$ cat config.mk
export PLATFORM = sky130hd
export DESIGN_NAME = hazard_sequencer
export DESIGN_NICKNAME = d
export VERILOG_FILES = /design/src/rtl/hazard_sequencer.sv
export SDC_FILE = /design/constraint.sdc
export NUM_CORES = 1
export LEC_CHECK = 0
export CAP_MARGIN = 20
export CORE_ASPECT_RATIO = 0.8
export CORE_MARGIN = 4
export CORE_UTILIZATION = 59
export CTS_BUF_LIST = sky130_fd_sc_hd__clkbuf_4 sky130_fd_sc_hd__clkbuf_8
export DETAILED_ROUTE_END_ITERATION = 10
export DONT_BUFFER_PORTS = 1
export GPL_TIMING_DRIVEN = 0
export PLACE_DENSITY = 0.78
export SLEW_MARGIN = 20
export SYNTH_ARGS = -nofsm -noshare
export SYNTH_HDL_FRONTEND = slang
export SYNTH_SLANG_ARGS = --single-unit
export TNS_END_PERCENT = 100
$ cat constraint.sdc
create_clock -name clk -period 1.72 [get_ports clk]
set_clock_uncertainty 0.1 [all_clocks]
set_input_delay 0.172 -clock clk [delete_from_list [all_inputs] [get_ports clk]]
set_output_delay 0.172 -clock clk [all_outputs]
set_load 0.01 [all_outputs]
$ cat src/rtl/hazard_sequencer.sv
// ============================================================================
// Module   : hazard_sequencer
// Purpose  : Load-use stall, bubble, flush and EX forwarding control for the
//            six-stage IF/ID/EX/MEM1/MEM2/WB pipeline.
// Option   : HAZARD_PERF_CNT_EN adds the StallCnt/FlushCnt performance counters.
// Revision : 1.0 - initial release
// ============================================================================
`default_nettype none

module hazard_sequencer #(
  parameter int RA_W   = 5,
  parameter int PERF_W = 32
) (
  input  logic            clk,
  input  logic            reset_n,
  input  logic            ValidD,
  input  logic [RA_W-1:0] Rs1D,
  input  logic [RA_W-1:0] Rs2D,
  input  logic [RA_W-1:0] RdD,
  input  logic            RegWriteD,
  input  logic            LoadD,
  input  logic            PCSrcE,
  output logic            StallF,
  output logic            StallD,
  output logic            SS2,
  output logic            FlushD,
  output logic            FlushE,
  output logic [1:0]      ForwardAE,
  output logic [1:0]      ForwardBE
`ifdef HAZARD_PERF_CNT_EN
  ,
  output logic [PERF_W-1:0] StallCnt,
  output logic [PERF_W-1:0] FlushCnt
`endif
);

  if (RA_W < 1 || PERF_W < 1) begin : g_param_check
    $error("hazard_sequencer: RA_W and PERF_W must be positive");
  end

  typedef enum logic [1:0] {
    S_IDLE = 2'd0,
    S_LU2  = 2'd1,
    S_LU1  = 2'd2
  } stall_st_t;

  stall_st_t state_q, state_d;

  logic            e_v_q,  e_rw_q,  e_ld_q;
  logic [RA_W-1:0] e_rd_q, e_rs1_q, e_rs2_q;
  logic            e_v_d,  e_rw_d,  e_ld_d;
  logic [RA_W-1:0] e_rd_d, e_rs1_d, e_rs2_d;
  logic            m1_v_q, m1_rw_q, m1_ld_q;
  logic [RA_W-1:0] m1_rd_q;
  logic            m2_v_q, m2_rw_q, m2_ld_q;
  logic [RA_W-1:0] m2_rd_q;
  logic            w_v_q,  w_rw_q,  w_ld_q;
  logic [RA_W-1:0] w_rd_q;

  logic w_lu_e, w_lu_m1, w_stall, w_flush;

  function automatic logic prod_match(input logic v, input logic rw,
                                      input logic [RA_W-1:0] rd,
                                      input logic [RA_W-1:0] rs);
    return v & rw & (rd == rs) & (rs != '0);
  endfunction

  // A load in M1 must not forward its address; the stall keeps consumers out of EX.
  function automatic logic [1:0] fwd_sel(input logic [RA_W-1:0] rs);
    logic [1:0] sel;
    sel = 2'b00;
    if (e_v_q && rs != '0) begin
      if (prod_match(m1_v_q, m1_rw_q, m1_rd_q, rs))      sel = m1_ld_q ? 2'b00 : 2'b10;
      else if (prod_match(m2_v_q, m2_rw_q, m2_rd_q, rs)) sel = 2'b11;
      else if (prod_match(w_v_q, w_rw_q, w_rd_q, rs))    sel = 2'b01;
    end
    return sel;
  endfunction

  assign w_lu_e  = ValidD & e_ld_q &
                   (prod_match(e_v_q, e_rw_q, e_rd_q, Rs1D) | prod_match(e_v_q, e_rw_q, e_rd_q, Rs2D));
  assign w_lu_m1 = ValidD & m1_ld_q &
                   (prod_match(m1_v_q, m1_rw_q, m1_rd_q, Rs1D) | prod_match(m1_v_q, m1_rw_q, m1_rd_q, Rs2D));

  // Redirect wins over stall; everything reads idle while reset is held.
  assign w_flush = reset_n & PCSrcE;
  assign w_stall = reset_n & ~PCSrcE & (w_lu_e | w_lu_m1);

  assign StallF    = w_stall;
  assign StallD    = w_stall;
  assign SS2       = w_stall;
  assign FlushD    = w_flush;
  assign FlushE    = w_flush;
  assign ForwardAE = fwd_sel(e_rs1_q);
  assign ForwardBE = fwd_sel(e_rs2_q);

  always_comb begin
    e_v_d   = ValidD;
    e_rw_d  = RegWriteD;
    e_ld_d  = LoadD;
    e_rd_d  = RdD;
    e_rs1_d = Rs1D;
    e_rs2_d = Rs2D;
    if (w_stall || w_flush) begin
      e_v_d   = 1'b0;
      e_rw_d  = 1'b0;
      e_ld_d  = 1'b0;
      e_rd_d  = '0;
      e_rs1_d = '0;
      e_rs2_d = '0;
    end
  end

  always_comb begin
    state_d = S_IDLE;
    case (state_q)
      S_LU2:   state_d = w_stall ? S_LU1 : S_IDLE;
      default: if (w_stall) state_d = w_lu_e ? S_LU2 : S_LU1;
    endcase
  end

  always_ff @(posedge clk or negedge reset_n) begin
    if (!reset_n) begin
      state_q <= S_IDLE;
      e_v_q   <= 1'b0;  e_rw_q  <= 1'b0;  e_ld_q  <= 1'b0;
      e_rd_q  <= '0;    e_rs1_q <= '0;    e_rs2_q <= '0;
      m1_v_q  <= 1'b0;  m1_rw_q <= 1'b0;  m1_ld_q <= 1'b0;  m1_rd_q <= '0;
      m2_v_q  <= 1'b0;  m2_rw_q <= 1'b0;  m2_ld_q <= 1'b0;  m2_rd_q <= '0;
      w_v_q   <= 1'b0;  w_rw_q  <= 1'b0;  w_ld_q  <= 1'b0;  w_rd_q  <= '0;
    end else begin
      state_q <= state_d;
      e_v_q   <= e_v_d;   e_rw_q  <= e_rw_d;  e_ld_q  <= e_ld_d;
      e_rd_q  <= e_rd_d;  e_rs1_q <= e_rs1_d; e_rs2_q <= e_rs2_d;
      m1_v_q  <= e_v_q;   m1_rw_q <= e_rw_q;  m1_ld_q <= e_ld_q;  m1_rd_q <= e_rd_q;
      m2_v_q  <= m1_v_q;  m2_rw_q <= m1_rw_q; m2_ld_q <= m1_ld_q; m2_rd_q <= m1_rd_q;
      w_v_q   <= m2_v_q;  w_rw_q  <= m2_rw_q; w_ld_q  <= m2_ld_q; w_rd_q  <= m2_rd_q;
    end
  end

  // The first stall cycle of an EX-stage load is always followed by an M1-stage one.
  a_lu2_then_lu1 : assert property (@(posedge clk) disable iff (!reset_n)
    (state_q == S_LU2 && !PCSrcE) |-> w_lu_m1);

`ifdef HAZARD_PERF_CNT_EN
  logic [PERF_W-1:0] stall_cnt_q, flush_cnt_q;

  always_ff @(posedge clk or negedge reset_n) begin
    if (!reset_n) begin
      stall_cnt_q <= '0;
      flush_cnt_q <= '0;
    end else begin
      stall_cnt_q <= stall_cnt_q + PERF_W'(w_stall);
      flush_cnt_q <= flush_cnt_q + PERF_W'(PCSrcE);
    end
  end

  assign StallCnt = stall_cnt_q;
  assign FlushCnt = flush_cnt_q;
`endif

endmodule

`default_nettype wire

==> impl_metrics.ini, run 1 <==
[logic_synthesis]
synth_cells = 166
synth_seq_cells = 40
synth_area_leader_cell = dfrtp_1
yosys_most_used_dff = dfrtp_1
synth_warnings = 0
netlist_top_cells_area = dfrtp_1 49%, xor2_1 13%, xnor2_1 8.6%
synth_edf_count = 0
synth.most_common_cell = dfrtp_1
synth_top_area_frac = 0.4917
async_flop_share = 1.000
syn_avg_cell_area_um2 = 12.26
synthTopCellsByCount = 40 x dfrtp_1, 30 x xor2_1, 20 x xnor2_1, 10 x nor4_1, 10 x nor4b_2
syn-cell-area_um2 = 2036
synthesis.nets = 187
ys_types = 27
yosysSeqAreaShare = 0.4917

[clock_tree]
cts_tree = yes
clkSlewWorstSetupHoldPaths_ns = 0.09
cts_buffer_depth = 2
htree_levels = 2
numCtsBuffers = 5
clk_latency_ns = 0.30
clock-sinks = 40
root_buffer = clkbuf_8

[worst_setup_path]
ff2ff_path_depth = 8
rrSetupSlack_ns = -0.38
end_kind = output port
path_max_fanout = 5
r2r-end = e_rs1_q[3]
critPathKind = reg -> out
crit_required_ns = 1.45
arrival_ns = 2.09
cp-start-kind = register
r2r-start = m1_rd_q[4]

[floorplan]
core_um2 = 3198
ios = 30
die_w_um = 73.67
rows = 18
start_util = 0.6365
die_area_um2 = 4460
die_h_um = 60.54

[global_routing]
grt_pass1_wl_mm = 9.625
antenna_found_initial = 0
grt.overflow.total = 0
grt_max_degree = 41
grt_usage = 0.2997
grt_pass1_vias = 1750

[timing]
finalCriticalPeriod_ns = 2.359
period_share = 1.371
worst_slack_ns = -0.6387
worstMarginPinSlew_ns = 0.5893
setup_viol = 25
finalHoldViolations = 0
fin_tns_setup_ns = -10.10
relSlewSlack = 0.6071
slew_viol_final = 0
rsz0062_at_grt = true
fmax_mhz = 424.0

[routing]
wl_per_cell_um = 32.15
routed_wirelength_mm = 8.037
via_count = 1767
drtIter0Drc = 188
drc = 0
viasPerCell = 7.068
postRouteAntennaNets = 0
dr.pass1.iters = 4

[status]
status = finished with violations
failed_checks = negative setup slack

[layout]
drive_gt1_frac = 0.4952
diodes = 0
nets = 230
fin_area_um2 = 3079
area_growth_pct = 51.26

[placed_design]
gp_congestion = 0.9120
post-dp-hpwl_mm = 3.149
io_buffers = 0
placed_area_um2 = 2108
post-place-ws_ns = -0.4042

[power]
peakVddDrop_uv = 503.4
leakage_nw = 1.302
powerDensity_nw_per_um2 = 712.5

[min_path]
worstHoldPathType = in -> async

[flow_run]
cap_violations = 0
worst max-delay path: stages (launching register included):
cell and delay, ns:
dfrtp_2 0.48, xor2_1 0.21, nor4_2 0.38, and4_4 0.30
mux2_4 0.32, nor2_4 0.11
cells in the final DEF, fill, tap and decap left out, types with 2 or more instances in the layout:
cell / Yosys / routed
xnor2_2: 0 / 8
buf_6: 2 / 10
and2_2: 1 / 2
xnor2_1: 20 / 11
nand2_1: 5 / 5
dfrtp_1: 40 / 24
or4_1: 2 / 2
xor2_2: 0 / 3
nor4_1: 10 / 2
nor4_2: 0 / 4
nor4_4: 0 / 4
buf_4: 3 / 7
nor2_4: 0 / 2
dlygate4sd3_1: 0 / 19
nor4b_2: 10 / 4
clkinv_2: 0 / 2
o211a_1: 2 / 2
clkbuf_8: 0 / 6
dfrtp_2: 0 / 16
buf_12: 1 / 6
nand3_2: 0 / 3
nor4b_4: 0 / 14
nor2_1: 6 / 3
mux2_4: 0 / 2
xor2_1: 30 / 27
and4_4: 0 / 2
nand4_1: 4 / 4
nor3_1: 2 / 2
state kept, by name, indices dropped and copies added (netlist names), 5 cells and up:
register and count:
e_rs1_q 5, e_rs2_q 5, e_rd_q 5, m1_rd_q 5, m2_rd_q 5, w_rd_q 5
where the power goes:
group | internal (mW) | leakage (nW) | switching [mW] | total (mW)
registers | 1.00 | 0.473 | 0.101 | 1.11
logic | 0.212 | 0.778 | 0.203 | 0.415
clock network | 0.321 | 0.0510 | 0.353 | 0.674
cells by family (layout without fill, tap and decap cells):
kind of cell	after synthesis	after routing	share of synthesized area
AO/OA/AOI/OAI	7	7	0.02458
multiplexers	2	2	0.01106
AND/OR/NAND/NOR	58	58	0.2194
XOR/XNOR	50	50	0.2151
flip-flops	40	40	0.4917
buffers and inverters	9	53	0.03810
final cells by class:
cell class	count	area [um^2]
Clock buffer	6	82.58
Fill cell	61	118.9
Timing Repair Buffer	37	419.2
Buffer	8	101.3
Multi-Input combinational cell	117	1395
Tap cell	40	50.05
Sequential cell	40	1021
Clock inverter	2	10.01
worst max-delay path by stage:
stage | to | startpoint
global placement | StallD | m1_rd_q[3]
detailed placement | e_rs2_q[3] | e_rd_q[4]
global route | StallD | e_rd_q[4]
CTS | ForwardAE[1] | m1_rd_q[0]
finish | ForwardAE[1] | m1_rd_q[0]
floorplan | e_rd_q[0] | Rs2D[1]
metrics by stage:
stage	instances	power [mW]	hold WS, ns	utilization
floorplan	166	1.239	-0.2236	-
global placement	206	1.274	-0.2227	0.6592
detailed placement	206	1.289	-0.2229	0.6592
CTS	245	2.019	0.1820	0.8556
global route	250	2.245	0.2563	0.9628
finish	250	2.194	0.2490	0.9628
per-layer routing:
| metal | wire length [um] | vias up | track usage |
|---|---|---|---|
| li1 | - | 675 | - |
| met2 | 3781 | 170 | 0.5139 |
| met4 | 434 | 0 | 0.08010 |
| met5 | 0 | - | 0 |
| met3 | 784 | 49 | 0.07119 |
| met1 | 3037 | 873 | 0.3866 |
repair_timing:
item	in CTS	in global routing
setup endpoints to repair	26	26
pin swaps	20	17
hold endpoints to repair	58	0
gates resized for setup	45	54
gates cloned	1	1
setup buffers	10	6
hold buffers	20	0
No activity file was read; power rests on OpenSTA's default activity.
==> inputs of run 2 (changes only) <==
Settings changed: CTS_CLUSTER_SIZE set to 40, SKIP_CTS_REPAIR_TIMING set to 1.
==> run 2 against run 1 <==
- die area did not move
- the flow still finishes with violations (negative setup slack)
- critical endpoint unchanged
- largest power group unchanged
- global-route usage down 8.2 points
- non-clock buffer count decreased by 2
==> impl_metrics.ini, run 2 (synthesized netlist as in run 1, its figures left out) <==
[timing]
fmax_mhz = 433.2
slew_viol_final = 0
relSlewSlack = 0.5842
finalCriticalPeriod_ns = 2.309
period_share = 1.342
setup_viol = 25
worstMarginPinSlew_ns = 0.6237
rsz0062_at_grt = true
finalHoldViolations = 0
holdWs_ns = 0.1929
worst_slack_ns = -0.5885

[power]
leakage_nw = 1.174
peakVddDrop_uv = 630.5
powerDensity_nw_per_um2 = 749.3

[layout]
nFillCells = 131
diodes = 0
drive_gt1_frac = 0.3606
nets = 228
final_cell_mix = 31 x dfrtp_1, 30 x xor2_1, 19 x dlygate4sd3_1, 18 x xnor2_1, 15 x nor4b_2
final_common_cell = dfrtp_1
post-route-util = 0.8646
fin_area_um2 = 2765
area_growth_pct = 35.83

[routing]
dr_wl_met2_mm = 2.992
postRouteAntennaNets = 0
wl_per_cell_um = 24.17
via_count = 1593
viasPerCell = 6.423
wl_met3_um = 484
dr.pass1.iters = 4
wl_met1_mm = 2.377
routed_wirelength_mm = 5.993
dr.max_layer_used = met4
drc = 0
drtIter0Drc = 96

[placed_design]
gp_congestion = 0.9120
placed_area_um2 = 2108
post-dp-hpwl_mm = 3.149
io_buffers = 0

[worst_setup_path]
cp-start-kind = register
path_max_fanout = 5
end_kind = output port
critPathKind = reg -> out
ff2ff_path_depth = 8
crit_required_ns = 1.45
arrival_ns = 2.04

[min_path]
whs_path_depth = 3
worstHoldPathType = in -> reg

[floorplan]
ios = 30
rows = 18
start_util = 0.6365
die_area_um2 = 4460
core_um2 = 3198
die_h_um = 60.54
die_w_um = 73.67

[global_routing]
grt_max_degree = 45
grt.overflow.total = 0
antenna_found_initial = 0
grt_pass1_vias = 1480
grt_pass1_wl_mm = 7.141
grt_usage = 0.2181

[clock_tree]
clk_latency_ns = 0.29
clock-sinks = 40
numCtsBuffers = 5
clkSlewWorstSetupHoldPaths_ns = 0.08
root_buffer = clkbuf_8
cts_tree = yes
cts_buffer_depth = 2
htree_levels = 2

[flow_run]
cap_violations = 0

[status]
failed_checks = negative setup slack
status = finished with violations
-- run 2: report_power, final --
part	switching (mW)	total (mW)	internal, mW
clock network	0.333	0.653	0.320
registers	0.0829	1.09	1.00
logic	0.154	0.333	0.179
total	0.570	2.07	1.50
-- run 2: path summary, 6_finish.rpt --
kind                                  from      endpoint  slack [ns]
worst max-delay path            m1_rd_q[3]  ForwardAE[1]       -0.59
worst min-delay path               reset_n         e_v_q        0.19
worst max register to register   e_rd_q[3]    e_rs2_q[2]       -0.40
worst min register to register     m2_rw_q        w_rw_q        0.28
max in group asynchronous          reset_n    m1_rd_q[2]        1.02
min in group asynchronous          reset_n    e_rs1_q[0]        0.30
-- run 2: area by class of cell --
type / instances / area [um^2] / share of cell area
buffer: 8 / 90.09 / 0.03258
clock buffer: 6 / 82.58 / 0.02986
clock inverter: 2 / 10.01 / 0.003620
tap: 40 / 50.05 / 0.01810
sequential: 40 / 1012 / 0.3661
multi-input combinational: 117 / 1154 / 0.4172
timing repair buffer: 35 / 366.6 / 0.1326
-- run 2: worst max-delay path, cell delays in order, from the launching register on --
cell	delay, ns
dfrtp_2	0.49
xor2_1	0.19
nor4_1	0.33
and4_1	0.30
mux2_4	0.33
nor2_4	0.11
-- run 2: stage by stage --
stage / TNS, ns / setup WS (ns) / power (mW) / cells
after global routing: -11.76 / -0.6504 / 2.164 / 248
after floorplan: -0.7276 / -0.05555 / 1.239 / 166
final: -9.754 / -0.5885 / 2.072 / 248
after detailed placement: -7.049 / -0.4042 / 1.289 / 206
after CTS: -9.630 / -0.6831 / 1.911 / 214
after global placement: -4.345 / -0.3132 / 1.274 / 206
-- run 2: routing by layer --
metal  GRT usage  up-vias
li1            -      673
met1      0.2713      807
met2      0.3561       94
met3     0.07450       19
met4     0.08269        0
met5           0        -
==> inputs of run 3 (changes only) <==
Settings changed: CORE_UTILIZATION 59 to 60, PLACE_DENSITY 0.78 to 0.76.
Clock period 1.72 ns to 2.25 ns, I/O delays scaled along.
==> run 3 against run 2 <==
- the flow still finishes with violations (negative setup slack)
- final area is 6.7% lower
- critical endpoint unchanged
- largest power group unchanged
- first-iteration DRC count down 9.4%
- register-to-register slack improved by 0.59 ns
- largest cell class unchanged
- core utilization is 5.2 points lower
- sequential cell count did not move
- clock-buffer cell count unchanged
- total power shrank 20%
- via count shrank 7.3%
- die area is 1.5% lower
- combinational power down 29%
==> impl_metrics.ini, run 3 (synthesized netlist as in run 1, its figures left out) <==
[clock_tree]
clk_latency_ns = 0.29
cts_buffer_depth = 2
numCtsBuffers = 5
root_buffer = clkbuf_8
clock-sinks = 40
cts_tree = yes
clkSlewWorstSetupHoldPaths_ns = 0.07
htree_levels = 2

[power]
leakage_nw = 1.088
pwr-share-seq = 0.503
switching_share = 0.2509
power.switching_uw = 413.3
intPower_mw = 1.234
comb_power_share = 0.143
powerDensity_nw_per_um2 = 638.1
clkPwrFrac = 0.355
peakVddDrop_uv = 605.1

[timing]
relSlewSlack = 0.4853
setup_viol = 2
rsz0062_at_grt = true
fmax_mhz = 437.5
finalHoldViolations = 0
finalCriticalPeriod_ns = 2.286
fin_tns_setup_ns = -0.05197
worstMarginPinSlew_ns = 0.7720
period_share = 1.016
worst_slack_ns = -0.03574
slew_viol_final = 0

[worst_setup_path]
crit_required_ns = 1.92
end_kind = output port
path_max_fanout = 5
cp-start-kind = register
critPathKind = reg -> out
arrival_ns = 1.96

[floorplan]
core_um2 = 3176
die_w_um = 73.13
die_area_um2 = 4395
ios = 30
die_h_um = 60.10
start_util = 0.6411
rows = 18

[routing]
drc = 0
viasPerCell = 6.176
postRouteAntennaNets = 0
routed_wirelength_mm = 5.309
dr.pass1.iters = 4
drtIter0Drc = 87
via_count = 1476
wl_per_cell_um = 22.21

[global_routing]
grt_max_degree = 45
antenna_found_initial = 0
grt.overflow.total = 0
grt_pass1_wl_mm = 6.927
grt_usage = 0.2221
grt_pass1_vias = 1391

[placed_design]
post-dp-hpwl_mm = 3.000
gp_congestion = 0.9179
io_buffers = 0
post-place-ws_ns = 0.09449

[layout]
area_growth_pct = 26.80
diodes = 0
nFillCells = 156
nets = 219
drive_gt1_frac = 0.2714
final_cell_mix = 33 x dfrtp_1, 30 x xor2_1, 19 x dlygate4sd3_1, 17 x xnor2_1, 10 x nor4b_2
final_common_cell = dfrtp_1
post-route-util = 0.8128

[flow_run]
cap_violations = 0

[status]
status = finished with violations
failed_checks = negative setup slack

[min_path]
worstHoldPathType = in -> reg
## run 3: cell types whose count changed in the layout (fill, tap and decap cells not counted), moves of 2 or more
| cell | before | now |
|---|---|---|
| buf_4 | 12 | 7 |
| nor4b_1 | 0 | 8 |
| buf_6 | 7 | 3 |
| dfrtp_2 | 9 | 7 |
| dfrtp_1 | 31 | 33 |
| nor4b_4 | 3 | 0 |
| nor4b_2 | 15 | 10 |
| clkbuf_1 | 0 | 2 |
## run 3: critical path, cell delays in order, from the launching register on
cell	delay, ns
dfrtp_1	0.48
xor2_1	0.21
nor4_2	0.25
and4_1	0.29
mux2_4	0.33
nor2_4	0.11
## run 3: cell type report
| cell class | count | area, um^2 | share of cell area |
|---|---|---|---|
| clock inverter | 2 | 35.03 | 0.01357 |
| multi-input combinational | 117 | 1074 | 0.4159 |
| buffer | 9 | 77.57 | 0.03005 |
| sequential | 40 | 1010 | 0.3912 |
| clock buffer | 6 | 76.32 | 0.02957 |
| tap | 40 | 50.05 | 0.01939 |
| timing repair buffer | 25 | 259.0 | 0.1003 |
## run 3: power by group through the flow
stage	Combinational, mW	Clock [mW]	Sequential, mW
after CTS	0.146	0.591	0.824
after global placement	0.136	0	0.836
after detailed placement	0.143	0	0.838
after floorplan	0.124	0	0.821
final	0.235	0.584	0.828
after global routing	0.255	0.629	0.834
## run 3: per-stage QoR
stage          instances  hold slack, ns  total power [mW]  instance area, um^2
2_1_floorplan        166         -0.1706            0.9449                 2036
3_3_place_gp         206         -0.1697            0.9720                 2086
3_5_place_dp         206         -0.1699            0.9816                 2086
4_1_cts              214         -0.4925             1.561                 2197
5_1_grt              239          0.2137             1.718                 2581
6_report             239          0.2265             1.647                 2581
## run 3: worst paths after layout
kind                       startpoint            to  slack (ns)  depth (start not counted)
max                        m1_rd_q[2]  ForwardAE[1]       -0.04                          5
min in group asynchronous     reset_n    m2_rd_q[2]        0.33                          2
max in group asynchronous     reset_n    m1_rd_q[4]        1.52                          2
min reg2reg                   m1_rw_q       m2_rw_q        0.27                          0
max reg2reg                 e_rd_q[2]        e_ld_q        0.19                          5
min                           reset_n    e_rs2_q[4]        0.23                          3
## run 3: metal layers
metal	GRT usage	share of wire
met4	0.07368	0.032
met3	0.08739	0.066
met1	0.2655	0.40
met5	0	0
met2	0.3682	0.50
